**src/rtl/mem_access_ctrl.sv**
```systemverilog
// MEM-stage access controller: hands a load/store to a multi-cycle data memory,
// stalls the front of the pipeline until it completes or times out.
module mem_access_ctrl #(
  parameter int TIMEOUT = 16
) (
  input  logic        clk_i,
  input  logic        rst_i,
  input  logic        MemRead_i,
  input  logic        MemWrite_i,
  input  logic [31:0] addr_i,
  input  logic [31:0] wdata_i,
  output logic        mem_req_o,
  output logic        mem_we_o,
  output logic [31:0] mem_addr_o,
  output logic [31:0] mem_wdata_o,
  input  logic        mem_ack_i,
  input  logic [31:0] mem_rdata_i,
  output logic [31:0] rdata_o,
  output logic        stall_o,
  output logic        err_o,
  output logic [31:0] stall_cnt_o
);

  localparam logic [7:0] LAST_WAIT = 8'(TIMEOUT - 1);

  function automatic logic [31:0] sat_inc(input logic [31:0] v);
    return (v == 32'hFFFF_FFFF) ? v : v + 32'd1;
  endfunction

  typedef enum logic [1:0] {
    IDLE = 2'd0,
    WAIT = 2'd1,
    DONE = 2'd2
  } state_t;

  state_t     state, state_nxt;
  logic       access_req;
  logic       ack_hit;
  logic       timeout_hit;
  logic [7:0] wait_cnt;

  assign access_req  = MemRead_i | MemWrite_i;
  assign ack_hit     = (state == WAIT) && mem_ack_i;
  // An ack arriving in the last allowed cycle wins over the timeout.
  assign timeout_hit = (state == WAIT) && !mem_ack_i && (wait_cnt == LAST_WAIT);

  always_comb begin
    state_nxt = state;
    stall_o   = 1'b0;
    case (state)
      IDLE: begin
        stall_o = access_req;
        if (access_req) state_nxt = WAIT;
      end
      WAIT: begin
        stall_o = 1'b1;
        if (ack_hit || timeout_hit) state_nxt = DONE;
      end
      DONE:    state_nxt = IDLE;
      default: state_nxt = IDLE;
    endcase
  end

  always_ff @(posedge clk_i or posedge rst_i) begin
    if (rst_i) state <= IDLE;
    else       state <= state_nxt;
  end

  // Request launch: address, data and direction are frozen for the whole access.
  always_ff @(posedge clk_i or posedge rst_i) begin
    if (rst_i) begin
      mem_addr_o  <= 32'd0;
      mem_wdata_o <= 32'd0;
      mem_we_o    <= 1'b0;
    end else if (state == IDLE && access_req) begin
      mem_addr_o  <= addr_i;
      mem_wdata_o <= wdata_i;
      mem_we_o    <= MemWrite_i;
    end
  end

  // Completion / timeout handling.
  always_ff @(posedge clk_i or posedge rst_i) begin
    if (rst_i) begin
      mem_req_o <= 1'b0;
      wait_cnt  <= 8'd0;
      rdata_o   <= 32'd0;
      err_o     <= 1'b0;
    end else begin
      if (state == IDLE && access_req) begin
        mem_req_o <= 1'b1;
        wait_cnt  <= 8'd0;
      end else if (ack_hit) begin
        mem_req_o <= 1'b0;
        if (!mem_we_o) rdata_o <= mem_rdata_i;
      end else if (timeout_hit) begin
        mem_req_o <= 1'b0;
        err_o     <= 1'b1;
        rdata_o   <= 32'd0;
      end else if (state == WAIT) begin
        wait_cnt  <= wait_cnt + 8'd1;
      end
    end
  end

  always_ff @(posedge clk_i or posedge rst_i) begin
    if (rst_i)        stall_cnt_o <= 32'd0;
    else if (stall_o) stall_cnt_o <= sat_inc(stall_cnt_o);
  end

endmodule
```
**config.mk**
```make
export PLATFORM = sky130hd
export DESIGN_NAME = mem_access_ctrl
export DESIGN_NICKNAME = d
export VERILOG_FILES = /design/src/rtl/mem_access_ctrl.sv
export SDC_FILE = /design/constraint.sdc
export NUM_CORES = 1
export LEC_CHECK = 0
export CAP_MARGIN = 25
export CORE_ASPECT_RATIO = 1.4
export CORE_UTILIZATION = 47
export CTS_CLUSTER_SIZE = 16
export DETAILED_ROUTE_END_ITERATION = 10
export PLACE_DENSITY = 0.95
export SYNTH_ARGS = -nofsm -noshare
export SYNTH_HDL_FRONTEND = slang
export SYNTH_SLANG_ARGS = --single-unit
```
**constraint.sdc**
```tcl
create_clock -name clk_i -period 7.5 [get_ports clk_i]
set_input_delay 1.5 -clock clk_i [delete_from_list [all_inputs] [get_ports clk_i]]
set_output_delay 1.5 -clock clk_i [all_outputs]
set_load 0.05 [all_outputs]
```
---- Word level (Yosys, flattened, before mapping) ----
Cells that the tools add are included.
cells by class
  $add $sub $neg .......................... 2
  muxes and demuxes ....................... 14
  bitwise gates (word level) .............. 4
  equal/unequal tests ..................... 8
  reduce and logical (&&, ||, !) cells .... 15
operators with widths
  cell                                           count
  2-to-1 mux 32 bit                              3
  adder 32 x 1 -> 32 bit, second input constant  1
  == test 32 bit, second input constant          1
  2-to-1 mux 8 bit                               4
  AND reduction 3 bit                            3
  adder 8 x 1 -> 8 bit, second input constant    1
  == test 8 x 4 -> 1 bit, second input constant  1
  != test 2 x 1 -> 1 bit, second input constant  3
  logical AND 1 bit                              4
  2-to-1 mux 2 bit                               2
  != test 2 bit, second input constant           2
  case mux 2 bit (2 select lines)                1
  AND reduction 2 bit                            2
  nonzero test 2 bit                             2
  2-to-1 mux 1 bit                               3
  inverter 1 bit                                 3
  nonzero test 3 bit                             1
  == test 2 x 1 -> 1 bit, second input constant  1
  zero test 2 bit                                1
  case mux 1 bit (2 select lines)                1
  zero test 1 bit                                1
  logical OR 1 bit                               1
  OR 1 bit                                       1
storage, ports and cells
  word-level logic and storage cells ...... 52
  input port bits ......................... 101
  register bits ........................... 141
  output and inout bits ................... 132

---- Longest topological paths before layout ----
Gate-level depths: netlist of run 1.
  depth in word-level cells ............... 6
  mapped depth ............................ 7
  depth with buffers taken out ............ 6

---- Worst setup path before layout of run 1 ----
No wires, ideal clock.
  path type ............................... input to output
  start point ............................. in MemWrite_i
  end point ............................... out stall_o
  required time ........................... 6.000 ns
  setup slack ............................. 3.585 ns
  arrival time ............................ 2.415 ns
  buffers on the path ..................... 0
  cell stages on the path ................. 2
  path through ............................ nor3_1 > nor2_1
between the ends
  longest elaborated chain between the ends .. 2
RTL lines
  what                             RTL line  RTL
  start, declared                  9         input logic MemWrite_i,
  OR 1 bit                         42        assign access_req = MemRead_i | MemWrite_i;
  case mux 1 bit (2 select lines)  50        case (state)
  end, declared                    19        output logic stall_o,
No other way between the ends.

---- Worst setup path in the final report of run 1 ----
Same ends and word-level chain as after synthesis.

==> results of run 1 <==
==> worst max-delay path, delay by kind of cell <==
kind | cells | cell delay (ns)
AND/OR/NAND/NOR | 2 | 0.54
buffers and inverters | 2 | 1.49
==> cell families after synthesis <==
| logic type | after synthesis | synth area share (%) |
|---|---|---|
| multiplexers | 1 | 0.193 |
| buffers and inverters | 36 | 2.53 |
| AND/OR/NAND/NOR | 352 | 26.0 |
| flip-flops | 141 | 60.4 |
| adder cells (fa/ha/maj) | 2 | 0.429 |
| XOR/XNOR | 31 | 4.65 |
| AO/OA/AOI/OAI | 58 | 5.79 |
==> stage by stage <==
stage               util (%)  total power, mW  hold WS, ns
floorplan                  -             2.65        0.475
global placement        69.4             3.38        0.439
detailed placement      69.5             3.44        0.461
CTS                     73.9             4.20        0.474
global route            74.1             4.39        0.492
finish                  74.1             4.17        0.473
==> layer usage <==
metal	vias up	track usage, %	part of all wire, %
met1	2427	28.1	37
met3	32	7.14	7.3
met2	230	43.6	52
li1	2477	-	-
met5	-	0	0
met4	0	10.7	2.9
==> power by group through the flow <==
stage          sequential, mW  combinational (mW)  clock, mW
6_report                 1.22                2.20      0.745
3_5_place_dp             1.23                2.21          0
4_1_cts                  1.23                2.22      0.757
3_3_place_gp             1.22                2.16          0
5_1_grt                  1.26                2.33      0.795
2_1_floorplan            2.20               0.450          0
==> state kept, by name, summed over array words and instances, names as in the netlist <==
signal       flops
err_o            1
mem_we_o         1
rdata_o         32
state            2
mem_addr_o      32
stall_cnt_o     32
mem_wdata_o     32
wait_cnt         8
mem_req_o        1
==> synth_stat cells <==
| cell type | instances | area share (%) |
|---|---|---|
| nand2_1 | 277 | 18 |
| and3_2 | 4 | 0.51 |
| o21ai_0 | 14 | 1.2 |
| buf_2 | 2 | 0.17 |
| o31ai_1 | 3 | 0.39 |
| buf_1 | 5 | 0.32 |
| xor2_1 | 1 | 0.15 |
| and4_2 | 2 | 0.34 |
| and3_1 | 3 | 0.32 |
| nand4_1 | 21 | 2.3 |
| o211ai_1 | 3 | 0.39 |
| o21ai_1 | 27 | 2.3 |
| o21a_1 | 2 | 0.26 |
| a21oi_2 | 1 | 0.15 |
| inv_1 | 7 | 0.45 |
| and4_4 | 1 | 0.19 |
| xnor2_1 | 30 | 4.5 |
| nor4_1 | 2 | 0.21 |
| a22o_1 | 1 | 0.15 |
| nor2_1 | 12 | 0.77 |
| o311ai_2 | 1 | 0.28 |
| dfrtp_1 | 141 | 60 |
| mux2_2 | 1 | 0.19 |
| nand3_1 | 15 | 1.3 |
| ha_1 | 2 | 0.43 |
| nand4_2 | 1 | 0.21 |
| a31oi_1 | 3 | 0.32 |
| or4_1 | 1 | 0.13 |
| nor3_2 | 1 | 0.17 |
| nor4b_4 | 1 | 0.41 |
| clkbuf_1 | 21 | 1.4 |
| or4b_4 | 1 | 0.24 |
| a21o_1 | 2 | 0.26 |
| nor3_1 | 4 | 0.34 |
| and4_1 | 2 | 0.30 |
| nand4b_1 | 1 | 0.15 |
| a21oi_1 | 1 | 0.086 |
| and2_1 | 2 | 0.21 |
| nor2b_1 | 1 | 0.11 |
| clkbuf_8 | 1 | 0.24 |
==> worst max-delay path by stage <==
stage	from	to	cells past startpoint
2_1_floorplan	rst_i	err_o	1
3_3_place_gp	MemWrite_i	stall_o	4
3_5_place_dp	MemWrite_i	stall_o	4
4_1_cts	MemWrite_i	stall_o	4
5_1_grt	MemWrite_i	stall_o	4
6_report	MemWrite_i	stall_o	4
==> area by class of cell <==
| type | instances | area share (%) |
|---|---|---|
| Timing Repair Buffer | 238 | 27.1 |
| Tap cell | 147 | 2.08 |
| Multi-Input combinational cell | 444 | 24.7 |
| Sequential cell | 141 | 39.9 |
| Clock buffer | 18 | 4.85 |
| Clock inverter | 13 | 1.06 |
| Inverter | 7 | 0.354 |
==> results by group, run 1 <==
Power
  – NetSw: 2.01 mW
  – Peak VDD IR: 0.329 mV
  – Sequential Power Share: 29.4%
  – Comb power frac: 52.8%
  – Leak pwr: 3.92 nW
  – Power per cell area: 472 nW/um^2
  – Clock power frac: 17.9%
  – Switching Share: 48.2%
  – Internal power: 2.16 mW

Final layout
  – Most common cell after layout, fill and taps aside: nand2_1
  – Most frequent cells in the layout: 277 x nand2_1, 232 x clkdlybuf4s50_1, 141 x dfrtp_1, 30 x xnor2_1, 25 x o21ai_1
  – Layout cell share with drive strength beyond 1: 6.27%
  – Ant. Diodes: 0
  – Fillers: 813
  – Footprint of the multi-input gates: 2190 um^2
  – Area Growth Syn to Fin: 51.5%
  – Final instance area: 8850 um^2
  – Final std cells w/o fill: 1008
  – Register area: 3530 um^2
  – Final nets: 952

Timing
  – Crit path time final: 5.04 ns
  – Slew Limit Fails: 0
  – Worst-Margin Slew: 0.967 ns
  – Fmax: 0.198 GHz
  – Setup_tns: 0 ns
  – Fin crit share: 67.2%
  – RSZ-0062 raised after global routing: no
  – Clk_skew: 0.00781 ns
  – Final hold vios: 0
  – Worst Slack Setup Final: 2.46 ns
  – Slew headroom: 35.4%
  – Finish-stage setup viols: 0

Job
  – Max-cap violations: 0

Min path
  – Hold EP: err_o
  – Beginning of the worst hold path: err_o
  – Worst hold path class: register to register
  – Hold Crit Depth: 1

Status
  – Outcome: finished clean

Synthesis
  – Syn nets: 724
  – Yosys warns: 0
  – Seq/Total Area, Yosys: 60.4%
  – Synthesis-stage register bit count: 141
  – Synth unique cells: 40
  – Avg Inst Size Synth: 9.40 um^2
  – Post-synthesis cell count: 621
  – Mapped Area: 5840 um^2

Die
  – Boundary pin count: 233
  – Die area: 12900 um^2
  – Initial Util: 48.9%
  – Core area: 11900 um^2
  – Die Span Y: 134 um
  – Row cnt: 47
  – Die Width: 96.2 um

GRT
  – Largest net degree at the start of global routing: 77
  – First-pass GRT wire length: 24800 um
  – Total track usage: 25.1%
  – Antenna violations before repair: 0
  – Vias in the first global route: 5337
  – Congestion Overflow GR: 0

Setup path
  – R2R Setup Slk: 4.97 ns
  – Critical path startpoint category: input port
  – Most frequent CP cell: clkdlybuf4s50_1
  – WS Path Type: input port to primary output
  – Worst Reg-to-Reg Cells: 5
  – Worst Setup End Kind: primary output
  – Max stage delay cell, worst path: clkdlybuf4s50_1
  – CP Cell Sequence: clkdlybuf4s50_1 > nor3_1 > nor2_1 > clkdlybuf4s50_1
  – R2R Path End: stall_cnt_o[1]
  – Worst stage delay on the critical path: 0.91 ns
  – Worst r2r src: stall_cnt_o[24]
  – Max FO, Critical Path: 9
  – WP data arrival: 3.54 ns
  – Critical path data required time: 6.00 ns

Clocking
  – Root Driver: clkbuf_16
  – Clock-pin slew on the worst setup and hold paths: 0.06 ns
  – Clock Latency Late Sink: 0.41 ns
  – # hold bufs at CTS: 0
  – Clock Path Buffers: 2
  – TritonCTS clock tree: built
  – CTS sink cnt: 141
  – Total CTS buffers: 17
  – Post-CTS Resized: 0
  – Postcts setup bufs: 0
  – H-tree levels: 4

Drt
  – Avg WL per Cell: 15.2 um
  – First-pass DRT Iterations: 4
  – DR vias/cell: 5.13
  – ANT nets after route: 0
  – DR iter-0 viols: 207
  – Residual DRC count: 0
  – WL final: 15300 um
  – Vias: 5166

Placed design
  – Input/output buffers: 232
  – Worst slack, placed: 2.46 ns
  – Dpl cells: 976
  – Final HPWL DP: 10700 um
  – Gpl congestion: 0.784
  – Placement Cell Area: 8300 um^2
(Power assumes the default switching activity.)
==> run 2, diff against run 1 <==
--- a/config.mk
+++ b/config.mk
@@ -7,10 +7,10 @@
 export LEC_CHECK = 0
 export CAP_MARGIN = 25
 export CORE_ASPECT_RATIO = 1.4
-export CORE_UTILIZATION = 47
+export CORE_UTILIZATION = 44
 export CTS_CLUSTER_SIZE = 16
 export DETAILED_ROUTE_END_ITERATION = 10
-export PLACE_DENSITY = 0.95
+export PLACE_DENSITY = 0.93
 export SYNTH_ARGS = -nofsm -noshare
 export SYNTH_HDL_FRONTEND = slang
 export SYNTH_SLANG_ARGS = --single-unit
==> constraint.sdc (replaced) <==
create_clock -name clk_i -period 4.8 [get_ports clk_i]
set_input_delay 0.96 -clock clk_i [delete_from_list [all_inputs] [get_ports clk_i]]
set_output_delay 0.96 -clock clk_i [all_outputs]
set_load 0.05 [all_outputs]
==> results by group, run 2 (same netlist as run 1, synthesis figures left out) <==
Timing
  – Slew headroom: 36.1% (was 35.4%)
  – Fin crit share: 82.7%
  – Setup_tns: 0 ns (unchanged)
  – Slew Limit Fails: 0 (unchanged)
  – Fmax: 0.252 GHz
  – RSZ-0062 raised after global routing: no (unchanged)
  – Worst-Margin Slew: 0.957 ns (was 0.967 ns)
  – Crit path time final: 3.97 ns
  – Final hold vios: 0 (unchanged)
  – Clk_skew: 0.00712 ns (was 0.00781 ns)
  – Finish-stage setup viols: 0 (unchanged)

Setup path
  – Max FO, Critical Path: 9 (unchanged)
  – WS Path Type: input port to primary output (unchanged)
  – Most frequent CP cell: clkdlybuf4s50_1 (unchanged)
  – Critical path data required time: 3.84 ns (was 6.00 ns)
  – Critical path's top delay family: buffers and inverters (unchanged)
  – Max stage delay cell, worst path: clkdlybuf4s50_1 (unchanged)
  – Worst stage delay on the critical path: 0.92 ns (was 0.91 ns)
  – CP bufs+invs: 2 (unchanged)
  – CP Cell Sequence: clkdlybuf4s50_1 > nor3_1 > nor2_1 > clkdlybuf4s50_1 (unchanged)
  – WP data arrival: 3.01 ns (was 3.54 ns)
  – Worst Setup End Kind: primary output (unchanged)
  – Critical path startpoint category: input port (unchanged)

Final layout
  – Layout cell share with drive strength beyond 1: 6.26% (was 6.27%)
  – Fillers: 922 (was 813)
  – Most frequent cells in the layout: 277 x nand2_1, 232 x clkdlybuf4s50_1, 141 x dfrtp_1, 30 x xnor2_1, 25 x o21ai_1 (unchanged)
  – Most common cell after layout, fill and taps aside: nand2_1 (unchanged)
  – Area Growth Syn to Fin: 53.2% (was 51.5%)
  – Final nets: 953 (was 952)
  – Final core utilization: 69.5% (was 74.1%)
  – Ant. Diodes: 0 (unchanged)

GRT
  – Antenna violations before repair: 0 (unchanged)
  – First-pass GRT wire length: 24600 um (was 24800 um)
  – Vias in the first global route: 5267 (was 5337)
  – Congestion Overflow GR: 0 (unchanged)
  – Total track usage: 22.6% (was 25.1%)
  – Largest net degree at the start of global routing: 109 (was 77)

Power
  – Peak VDD IR: 0.512 mV (was 0.329 mV)
  – Power per cell area: 744 nW/um^2 (was 472 nW/um^2)
  – Leak pwr: 3.97 nW (was 3.92 nW)

Job
  – Max-cap violations: 0 (unchanged)

Drt
  – DR vias/cell: 5.04 (was 5.13)
  – First-pass DRT Iterations: 4 (unchanged)
  – ANT nets after route: 0 (unchanged)
  – DR iter-0 viols: 195 (was 207)
  – Avg WL per Cell: 14.5 um (was 15.2 um)
  – Residual DRC count: 0 (unchanged)
  – Vias: 5115 (was 5166)
  – WL final: 14700 um (was 15300 um)

Clocking
  – Post-CTS Resized: 0 (unchanged)
  – TritonCTS clock tree: built (unchanged)
  – H-tree levels: 4 (unchanged)
  – Postcts setup bufs: 0 (unchanged)
  – # hold bufs at CTS: 0 (unchanged)
  – Total CTS buffers: 17 (unchanged)
  – Clock Latency Late Sink: 0.41 ns (about the same)
  – Clock Path Buffers: 2 (unchanged)
  – Root Driver: clkbuf_16 (unchanged)
  – Clock-pin slew on the worst setup and hold paths: 0.06 ns (about the same)
  – CTS sink cnt: 141 (unchanged)

Die
  – Die Width: 99.4 um (was 96.2 um)
  – Boundary pin count: 233 (unchanged)
  – Initial Util: 45.3% (was 48.9%)
  – Die Span Y: 138 um (was 134 um)
  – Die area: 13700 um^2 (was 12900 um^2)
  – Core area: 12900 um^2 (was 11900 um^2)
  – Row cnt: 49 (was 47)

Placed design
  – Input/output buffers: 232 (unchanged)
  – Gpl congestion: 0.770 (was 0.784)
  – Final HPWL DP: 10200 um (was 10700 um)

Status
  – Outcome: finished clean (unchanged)

Min path
  – Worst hold path class: register to register (unchanged)
## run 2: changes by cell type in the layout (fill, tap and decap cells not counted)
cell        previous run  this run
buf_4                  4         5
clkinvlp_4             7         4
clkbuf_8               0         1
bufinv_16              0         3
inv_6                  4         1
buf_16                 1         2
buf_8                  1         0
clkinv_4               0         1
clkbuf_1               1         2
## run 2: worst paths after layout
path | startpoint | to | slack (ns) | cells after the start
max | MemWrite_i | stall_o | 0.83 | 4
min | err_o | err_o | 0.46 | 1
max reg2reg | stall_cnt_o[24] | stall_cnt_o[1] | 2.29 | 5
min reg2reg | err_o | err_o | 0.46 | 1
max in group asynchronous | rst_i | mem_wdata_o[20] | 3.20 | 3
min in group asynchronous | rst_i | rdata_o[7] | 0.93 | 2
## run 2: layout make-up
type	count	area (um^2)	area share, %
clock buffers	20	447	5.00
flip-flops and latches	141	3530	39.5
inverters	7	31.3	0.350
multi-input cells	444	2190	24.4
well taps	153	191	2.14
clock inverters	11	144	1.61
repair buffers	239	2410	27.0
## run 2: power by group
group	leakage, nW	switching (mW)	total, mW	internal, mW
Clock	0.278	0.493	1.32	0.826
Combinational	1.86	2.35	3.43	1.08
Sequential	1.83	0.264	1.91	1.64
## run 2: metrics by stage
stage	hold WS [ns]	area (um^2)	total power, mW	worst slack [ns]	std cells
CTS	0.459	8910	6.71	0.849	1014
global route	0.498	8940	6.99	0.749	1015
floorplan	0.475	5840	4.14	0.0588	621
global placement	0.437	8300	5.28	0.870	982
finish	0.456	8940	6.66	0.831	1015
detailed placement	0.446	8320	5.37	0.850	983
## run 2: per-layer routing
layer / up-vias / global-route usage, % / part of all wire (%)
met5: - / 0 / 0
met4: 0 / 10.8 / 3.7
met3: 37 / 5.71 / 6.1
met2: 195 / 37.9 / 51
met1: 2400 / 26.9 / 40
li1: 2483 / - / -
## run 2: worst reg2reg max path: stages (launching register included)
cell,delay [ns]
dfrtp_1,0.45
nand4_1,0.21
nor4_1,0.44
nand4_1,0.59
nand2_1,0.34
mux2_2,0.36
